--- config.mk ---
export PLATFORM = sky130hd
export DESIGN_NAME = llc_tx_queue
export DESIGN_NICKNAME = d
export VERILOG_FILES = /design/src/rtl/eth_pkg.sv /design/src/rtl/txq_fifo.sv /design/src/rtl/llc_tx_queue.sv
export SDC_FILE = /design/constraint.sdc
export NUM_CORES = 1
export LEC_CHECK = 0
export ABC_AREA = 1
export BUFFER_PORTS_ARGS = -buffer_cell sky130_fd_sc_hd__buf_4
export CAP_MARGIN = 20
export CORE_MARGIN = 2
export CORE_UTILIZATION = 51
export CTS_CLUSTER_SIZE = 28
export DETAILED_ROUTE_END_ITERATION = 8
export GPL_ROUTABILITY_DRIVEN = 0
export MAX_ROUTING_LAYER = met4
export PLACE_DENSITY_LB_ADDON = 0.1
export SYNTH_ARGS = -nofsm -noshare
export SYNTH_HDL_FRONTEND = slang
export SYNTH_SLANG_ARGS = --single-unit
--- constraint.sdc ---
create_clock -name clk -period 3.3 [get_ports clk]
set_input_delay 0.66 -clock clk [delete_from_list [all_inputs] [get_ports clk]]
set_output_delay 0.66 -clock clk [all_outputs]
set_load 0.03 [all_outputs]
--- src/rtl/eth_pkg.sv ---
// Shared LLC/transmitter encodings and the transmit-queue FSM state type.
// Pure declarations: no logic, no latency.
// No flow control of its own; consumers apply these encodings to req/ack and done_* fields.
package eth_pkg;

  typedef enum logic [1:0] {
    FAIL    = 2'd0,
    SUCCESS = 2'd1,
    NA      = 2'd2
  } transmission_status_t;

  typedef enum logic [0:0] {
    NOREQ = 1'b0,
    REQ   = 1'b1
  } req_type_t;

  typedef enum logic [1:0] {
    JAM = 2'd0,
    F   = 2'd1,
    ND  = 2'd2
  } send_type_t;

  localparam logic myFALSE = 1'b0;
  localparam logic myTRUE  = 1'b1;

  // Transmit-queue FSM state, kept as plain constants for legacy tools
  typedef logic [1:0] txq_state_t;
  localparam txq_state_t ST_IDLE = 2'd0;
  localparam txq_state_t ST_REQ  = 2'd1;
  localparam txq_state_t ST_GAP  = 2'd2;

endpackage

--- src/rtl/txq_fifo.sv ---
// Tag FIFO holding queued frame requests; head is visible until popped.
// Write lands one edge after push; head/count/full/empty are register-derived.
// Caller qualifies push with !full and pop with !empty; full is a registered flag.
module txq_fifo #(
  parameter int DEPTH = 4,
  parameter int W     = 4
) (
  input  logic                         clk,
  input  logic                         rst_n,
  input  logic                         push,
  input  logic                         pop,
  input  logic [W-1:0]                 din,
  output logic [W-1:0]                 head,
  output logic [$clog2(DEPTH+1)-1:0]   count,
  output logic                         full,
  output logic                         empty
);

  localparam int CW = $clog2(DEPTH+1);
  localparam int AW = $clog2(DEPTH);
  localparam logic [CW-1:0] DEPTH_C = CW'(DEPTH);

  logic [W-1:0]  mem [DEPTH];
  logic [AW-1:0] wr_ptr, rd_ptr;
  logic [CW-1:0] count_nxt;

  // Occupancy after this edge; simultaneous push and pop cancel out
  always_comb begin
    count_nxt = count + {{(CW-1){1'b0}}, push} - {{(CW-1){1'b0}}, pop};
  end

  // Storage needs no reset: entries are only read once count covers them
  always_ff @(posedge clk) begin
    if (push) mem[wr_ptr] <= din;
  end

  // Pointers wrap naturally because DEPTH is a power of two
  always_ff @(posedge clk or negedge rst_n) begin
    if (!rst_n) begin
      wr_ptr <= '0;
      rd_ptr <= '0;
      count  <= '0;
      full   <= 1'b0;
    end else begin
      if (push) wr_ptr <= wr_ptr + 1'b1;
      if (pop)  rd_ptr <= rd_ptr + 1'b1;
      count <= count_nxt;
      full  <= (count_nxt == DEPTH_C);
    end
  end

  assign head  = mem[rd_ptr];
  assign empty = (count == '0);

endmodule

--- src/rtl/llc_tx_queue.sv ---
// Transmit-request queue: serialises host frame requests onto the req/ack transmitter handshake.
// Push to req high takes 2 edges; req drops on the edge sampling a non-NA ack, done pulses next cycle.
// host_ready falls when full; done_* has no backpressure. Optional retry on Fail via TXQ_RETRY_EN.
module llc_tx_queue
  import eth_pkg::*;
#(
  parameter int DEPTH     = 4,
  parameter int TAG_W     = 4,
  parameter int MAX_RETRY = 3,
  parameter int GAP_CYC   = 2
) (
  input  logic                         clk,
  input  logic                         rst_n,
  input  logic                         host_valid,
  input  logic [TAG_W-1:0]             host_tag,
  output logic                         host_ready,
  output logic                         req,
  input  logic [1:0]                   ack,
  output logic                         done_valid,
  output logic [TAG_W-1:0]             done_tag,
  output logic [1:0]                   done_status,
  output logic [2:0]                   done_tries,
  output logic [$clog2(DEPTH+1)-1:0]   q_count
);

  localparam int GW = $clog2(GAP_CYC+1);
  localparam logic [GW-1:0] GAP_LAST = GW'(GAP_CYC-1);

  txq_state_t       state;
  logic [GW-1:0]    gap_cnt;
  logic [2:0]       tries;
  logic [TAG_W-1:0] head;
  logic             empty, full;
  logic             push, pop;
  logic             ack_ok, ack_fail, retry_take;

  assign host_ready = ~full;
  assign push       = host_valid & host_ready;
  // ack only matters while a request is outstanding; 3 falls through as NA
  assign ack_ok     = (state == ST_REQ) && (ack == SUCCESS);
  assign ack_fail   = (state == ST_REQ) && (ack == FAIL);
  // The head entry stays put across retries and leaves only with its completion
  assign pop        = ack_ok | (ack_fail & ~retry_take);

  txq_fifo #(.DEPTH(DEPTH), .W(TAG_W)) u_fifo (
    .clk   (clk),
    .rst_n (rst_n),
    .push  (push),
    .pop   (pop),
    .din   (host_tag),
    .head  (head),
    .count (q_count),
    .full  (full),
    .empty (empty)
  );

`ifdef TXQ_RETRY_EN
  localparam logic [2:0] MAX_RETRY_C = 3'(MAX_RETRY);
  logic retry_pend;

  assign retry_take = ack_fail && (tries <= MAX_RETRY_C);

  // Attempt counter: a fresh frame starts at 1, each retried Fail adds one
  always_ff @(posedge clk or negedge rst_n) begin
    if (!rst_n) begin
      tries      <= 3'd0;
      retry_pend <= myFALSE;
    end else if (state == ST_IDLE && !empty) begin
      if (!retry_pend) tries <= 3'd1;
      retry_pend <= myFALSE;
    end else if (retry_take) begin
      tries      <= tries + 3'd1;
      retry_pend <= myTRUE;
    end
  end
`else
  localparam int unused_max_retry = MAX_RETRY;
  assign retry_take = 1'b0;
  assign tries      = 3'd1;
`endif

  // Request FSM: IDLE waits for work, REQ holds req until a status, GAP keeps req low
  always_ff @(posedge clk or negedge rst_n) begin
    if (!rst_n) begin
      state   <= ST_IDLE;
      req     <= NOREQ;
      gap_cnt <= '0;
    end else begin
      case (state)
        ST_IDLE: begin
          if (!empty) begin
            state <= ST_REQ;
            req   <= REQ;
          end
        end
        ST_REQ: begin
          if (ack_ok || ack_fail) begin
            state   <= ST_GAP;
            req     <= NOREQ;
            gap_cnt <= '0;
          end
        end
        ST_GAP: begin
          if (gap_cnt == GAP_LAST) state <= ST_IDLE;
          else                     gap_cnt <= gap_cnt + 1'b1;
        end
        default: begin
          state <= ST_IDLE;
          req   <= NOREQ;
        end
      endcase
    end
  end

  // Completion record: one-cycle valid, fields held until the next completion
  always_ff @(posedge clk or negedge rst_n) begin
    if (!rst_n) begin
      done_valid  <= 1'b0;
      done_tag    <= '0;
      done_status <= NA;
      done_tries  <= 3'd0;
    end else begin
      done_valid <= pop;
      if (pop) begin
        done_tag    <= head;
        done_status <= ack_ok ? SUCCESS : FAIL;
        done_tries  <= tries;
      end
    end
  end

endmodule

## After elaboration in Yosys (flattened, before gate mapping)

Memories as Yosys holds them, arrays and structs flattened. A register that Yosys moved wholly into a read port is not among the register bits.
Index checks and enable logic that the tools add are counted.

- Register bits: 17
- Memory bits (writable): 16
- Input port bits: 9
- Memories kept: 1
- Output and inout bits: 15

Memories:

| name | words | width | read ports | clocked after memory_dff | wr ports | line | source |
|---|---|---|---|---|---|---|---|
| u_fifo.mem | 4 | 4 | 1 | 1 | 1 | txq_fifo.sv:23 | `logic [W-1:0] mem [DEPTH];` |

- Mux-type cells: 13
- Bitwise operators: 4
- Eq/ne operators: 9
- Add/subtract/negate cells: 5
- Reductions and logical operators: 11

Operators by type and width:

| cell | count |
|---|---|
| 2-bit 2-to-1 mux | 5 |
| 3-bit AND reduction | 3 |
| 2-bit by 1-bit adder with 2-bit output (second input constant) | 3 |
| 2-bit by 1-bit equality test with 1-bit output (second input constant) | 3 |
| 2-bit != test (second input constant) | 3 |
| 2-bit case mux with 3 select lines | 1 |
| 1-bit 2-to-1 mux | 5 |
| 2-bit zero test | 2 |
| 2-bit case mux with 2 select lines | 1 |
| 3-bit by 1-bit adder with 3-bit output | 1 |
| 3-bit equality test (second input constant) | 1 |
| 3-bit zero test | 1 |
| 1-bit case mux with 3 select lines | 1 |
| 3-bit by 1-bit subtractor with 3-bit output | 1 |
| 2-bit equality test (second input constant) | 1 |
| 1-bit logical AND | 2 |
| 2-bit by 1-bit != test with 1-bit output (second input constant) | 1 |
| 1-bit inverter | 2 |
| 2-bit nonzero test | 1 |
| 1-bit AND | 1 |
| 1-bit zero test | 1 |
| 1-bit logical OR | 1 |
| 1-bit bitwise OR | 1 |

## Depth between registers and ports, before layout

- Word-level depth: 5
- Mapped depth: 10
- Depth with buffers taken out: 10

## Modules after synthesis

A second synthesis with hierarchy kept.

- Cells, all modules: 157
- Area total of the unflattened synthesis: 1661.6 um^2

Modules (own cells, without submodules):

| module | area an instance (um^2) | cells each | times used |
|---|---|---|---|
| txq_fifo | 1106.1 | 93 | 1 |
| llc_tx_queue | 555.5 | 64 | 1 |

## Worst setup path after synthesis

Ideal clock, no wire load.

- Kind: in2reg
- Start point: input ack[1]
- End point: register u_fifo.full
- Cell stages on the path: 9
- Setup slack: 1.082 ns
- Buffers on the path: 0
- Library setup time: 0.077 ns
- Arrival time: 2.140 ns
- Required time: 3.223 ns
- Path through: inv_1 nand2_2 inv_2 ha_1 inv_1 ha_1 fa_1 or2_2 a21oi_1

- Word-level cells in the longest chain between the ends: 5
- Elaborated cells on any way between the ends: 7

Ends and longest elaborated chain:

| item | line | source |
|---|---|---|
| start: declaration | llc_tx_queue.sv:18 | `input logic [1:0] ack,` |
| 2-bit by 1-bit equality test with 1-bit output or 2-bit zero test (tied branches) | llc_tx_queue.sv:40, llc_tx_queue.sv:41 |  |
| 1-bit logical AND (on tied branches) | llc_tx_queue.sv:40, llc_tx_queue.sv:41 |  |
| 1-bit bitwise OR * | llc_tx_queue.sv:43 | `assign pop = ack_ok \| (ack_fail & ~retry_take);` |
| via pop | llc_tx_queue.sv:34 | `logic push, pop;` |
| 3-bit by 1-bit subtractor with 3-bit output * | txq_fifo.sv:29 | `count_nxt = count + {{(CW-1){1'b0}}, push} - {{(CW-1){1'b0}}, pop};` |
| via u_fifo.count_nxt[1] | txq_fifo.sv:25 | `logic [CW-1:0] count_nxt;` |
| 3-bit equality test * | txq_fifo.sv:48 | `full <= (count_nxt == DEPTH_C);` |
| end signal: assignment | txq_fifo.sv:48 |  |
| end: declaration | txq_fifo.sv:15 | `output logic full,` |

Mark *: on every way through the listed nets, which the timed path passes. The rest lies on a longest branch.
A chain may end at the register's enable or synchronous reset.

## Worst setup path in the final report

- Start point: register state[0]
- End point: register u_fifo.full

- Word-level cells in the longest chain between the ends: 5
- Elaborated cells on any way between the ends: 6

Ends and longest elaborated chain:

| item | line | source |
|---|---|---|
| start: declaration | llc_tx_queue.sv:29 | `txq_state_t state;` |
| start signal: assignment | llc_tx_queue.sv:85 | `state <= ST_IDLE;` |
| start signal: assignment | llc_tx_queue.sv:92 | `state <= ST_REQ;` |
| start signal: assignment | llc_tx_queue.sv:98 | `state <= ST_GAP;` |
| 2-bit by 1-bit equality test with 1-bit output * | llc_tx_queue.sv:40, llc_tx_queue.sv:41 |  |
| 1-bit logical AND (on tied branches) | llc_tx_queue.sv:40, llc_tx_queue.sv:41 |  |
| 1-bit bitwise OR * | llc_tx_queue.sv:43 |  |
| via pop | llc_tx_queue.sv:34 |  |
| 3-bit by 1-bit subtractor with 3-bit output * | txq_fifo.sv:29 |  |
| via u_fifo.count_nxt[1] | txq_fifo.sv:25 |  |
| 3-bit equality test * | txq_fifo.sv:48 |  |

Marked as above.

==> summary.md <==
| Metric | Value |
|---|---|
| Post-synth EDFFs | `16` |
| DRT Wirelength | `2619 µm` |
| Crit Path Class | `reg2reg` |
| PwrDens | `881.8 mW/mm²` |
| Post-CTS Hold Buffers | `0` |
| Via Count | `1079` |
| Period utilization | `70.72%` |
| R2R Path Start | `state[0]$_DFFE_PN0P_` |
| Clock sinks | `37` |
| Grt total ovfl | `0` |
| Final layout net count | `215` |
| Total GRT Usage | `16.93%` |
| Port Buffers | `21` |
| Clock buffer count from CTS | `5` |
| Leak | `1.005 nW` |
| Clk Latency, worst-skew pair | `around 330 ps` |
| Largest net degree at the start of global routing | `22` |
| Post-Synthesis Cell Area | `0.001682 mm²` |
| Vias in the first global route | `about 990` |
| Routed Antenna Nets | `0` |
| Combinational share of power | `between 40% and 50%` |
| Die ar. | `0.003772 mm²` |
| Design area | `slightly below 0.002 mm²` |
| Share of cells above drive strength 1 | `20.10%` |
| First-pass GRT wire length | `4271 µm` |
| Final hold viol count | `0` |
| Hold slack | `196.1 ps` |
| Hpwl dp | `1972 µm` |
| Core area | `slightly above 0.003 mm²` |
| R2R Setup Slk | `a little under 1000 ps` |
| Max VDD drop | `roughly 0.00062 V` |
| Worst path required time | `3560 ps` |
| Worst EP arrival | `2590 ps` |
| Flop pwr share | `a little over two fifths` |
| Area Overhead vs Synth | `15.03%` |
| Synth area leaders | `dfrtp_1 30%, edfxtp_1 29%, nand2_1 11%, inv_1 7.8%, ha_1 5.2%` |
| 1st-iter DRT viols | `36` |
| TNS Setup | `0 ps` |
| Worst-path maximum fanout | `11` |
| Largest area contributor in the netlist | `dfrtp_1` |
| Most used DFF post-synth | `dfrtp_1` |
| MaxCap Viol Count | `0` |
| Final count of negative-setup-slack endpoints | `0` |
| Fmax | `428.5 MHz` |
| Crit path launch type | `flip-flop` |
| Initial Util | `54.19%` |
| Hold Crit Class | `in2async` |
| Sw Ratio | `40.72%` |
| Chip Height | `61.42 µm` |
| Met2 Usage GRT | `24.32%` |
| Reg2reg end | `u_fifo.full$_DFF_PN0_` |
| Inserted Diodes | `0` |
| Vias per cell | `roughly 4.4` |
| Synth top area share | `approximately 30%` |
| DR pass1 iterations | `4` |
| Final period demand of the worst path | `2334 ps` |
| Register bit total from synthesis | `37` |
| Synth cell types | `23` |
| Met3 usage | `5.672%` |
| Ys Warns | `0` |
| DP Area | `roughly 0.0019 mm²` |
| CTS Root Buffer Type | `clkbuf_4` |
| Crit end category | `flip-flop` |
| Internal power | `between 0.001 and 0.0015 W` |
| Clock share of power | `15.2%` |
| GR peak layer | `met2` |
| DP Worst Slack | `between 600 and 700 ps` |
| Met1 Use GR | `21.61%` |
| Fin. max-slew vios | `0` |
| H-tree depth | `2` |
| Drt wl/cell | `10.78 µm` |
| DRC | `0` |
| Worst setup margin | `966.2 ps` |
| Mean Syn Cell Area | `9.720 µm²` |
| Syn Inst Count | `173` |
| Num ports | `24` |
| Seq/Total Area, Yosys | `59.90%` |
| DIE WIDTH | `61.42 µm` |
| RSZ-0062 raised after global routing | `false` |
| Worst r2r path cells | `10` |
| Post-CTS sizing | `0` |
| Max Root-Sink Buffers | `2` |
| Initial antenna violation count | `0` |
| Final Skew | `10.89 ps` |
| CTS tree | `yes` |
| Share of flip-flops with an asynchronous set or reset | `56.76%` |
| Setup bufs post-CTS | `0` |
| Clock-pin slew on the worst setup and hold paths | `about 110 ps` |
| Sw power | `a little under 0.0007 W` |
| Status | `completed` |
| FP Rows | `20` |
routing by layer:
layer,routed length [µm],vias to the layer above
li1,-,571
met1,1227,481
met2,1233,25
met3,129,2
met4,29,0
met5,0,-
worst max-delay path by stage:
stage | startpoint | endpoint | slack, ps
after floorplan | ack[1] | u_fifo.full$_DFF_PN0_ | 1080
after global placement | ack[1] | u_fifo.full$_DFF_PN0_ | 760
after detailed placement | ack[1] | u_fifo.full$_DFF_PN0_ | 670
after CTS | state[0]$_DFFE_PN0P_ | u_fifo.full$_DFF_PN0_ | 940
after global routing | state[1]$_DFFE_PN0P_ | u_fifo.full$_DFF_PN0_ | 770
final | state[0]$_DFFE_PN0P_ | u_fifo.full$_DFF_PN0_ | 970
per-stage QoR:
stage / cells / util [%] / power [W]
2_1_floorplan: 174 / - / 0.001257
3_3_place_gp: 235 / 60.08 / 0.001440
3_5_place_dp: 235 / 60.08 / 0.001468
4_1_cts: 243 / 62.34 / 0.001727
5_1_grt: 243 / 62.34 / 0.001857
6_report: 243 / 62.34 / 0.001706
layout by cell type (no fill, tap or decap), drive strengths merged, types with 2 or more instances in the layout:
cell,Yosys,final
buf,4,21
clkbuf,0,7
conb,1,2
dfrtp,20,20
edfxtp,16,16
ha,7,7
inv,38,38
nand2,53,53
nand3,13,13
nand3b,2,2
nor2,8,8
o21ai,4,4
or2,2,2
xor2,2,2
layout make-up:
| class | count | area [µm²] |
|---|---|---|
| fillers | 273 | 1169 |
| flip-flops and latches | 37 | 1007 |
| multi-input cells | 95 | 501.7 |
| repair buffers | 21 | 157.7 |
| inverters | 38 | 142.6 |
| clock buffers | 7 | 65.06 |
| well taps | 44 | 55.05 |
| clock inverters | 1 | 5.005 |
cell usage after synthesis, types with 2 or more instances:
cell      count
nand2_1      50
inv_1        35
dfrtp_1      20
edfxtp_1     16
nand3_1      13
ha_1          7
nor2_1        7
buf_4         3
inv_2         3
nand2_2       2
nand3b_1      2
o21ai_0       2
o21ai_2       2
xor2_1        2
power groups by stage:
stage               registers (W)  logic (W)  clock network [W]
CTS                      0.000735   0.000726           0.000267
global placement         0.000740   0.000701                  0
detailed placement       0.000743   0.000725                  0
floorplan                0.000822   0.000436                  0
finish                   0.000733   0.000714           0.000258
global route             0.000754   0.000808           0.000295
state kept, by name, indices dropped and copies added (netlist names):
| register | count |
|---|---|
| req | 1 |
| done_tries | 1 |
| gap_cnt | 2 |
| done_tag | 4 |
| u_fifo.full | 1 |
| done_valid | 1 |
| state | 2 |
| u_fifo.count | 3 |
| u_fifo.rd_ptr | 2 |
| done_status | 2 |
| u_fifo.mem | 16 |
| u_fifo.wr_ptr | 2 |
worst max-delay path, cell delays in order, from the launching register on:
cell     delay, ps
dfrtp_1        420
inv_2           80
nor2_2          40
nand2_2        200
inv_2          120
ha_1           290
inv_1           40
ha_1           190
fa_1           450
or2_2          310
a21oi_1        120
cell families (layout without fill, tap and decap cells):
| kind of cell | Yosys count | in the layout | synth area share [%] |
|---|---|---|---|
| compound gates | 5 | 5 | 1.934 |
| xor+xnor | 2 | 2 | 1.042 |
| fa+ha+maj | 8 | 8 | 6.399 |
| buf+inv | 42 | 67 | 10.49 |
| flops | 37 | 37 | 59.90 |
| other cells | 1 | 2 | 0.2230 |
| simple gates | 78 | 78 | 20.02 |
(Power assumes the default switching activity.)
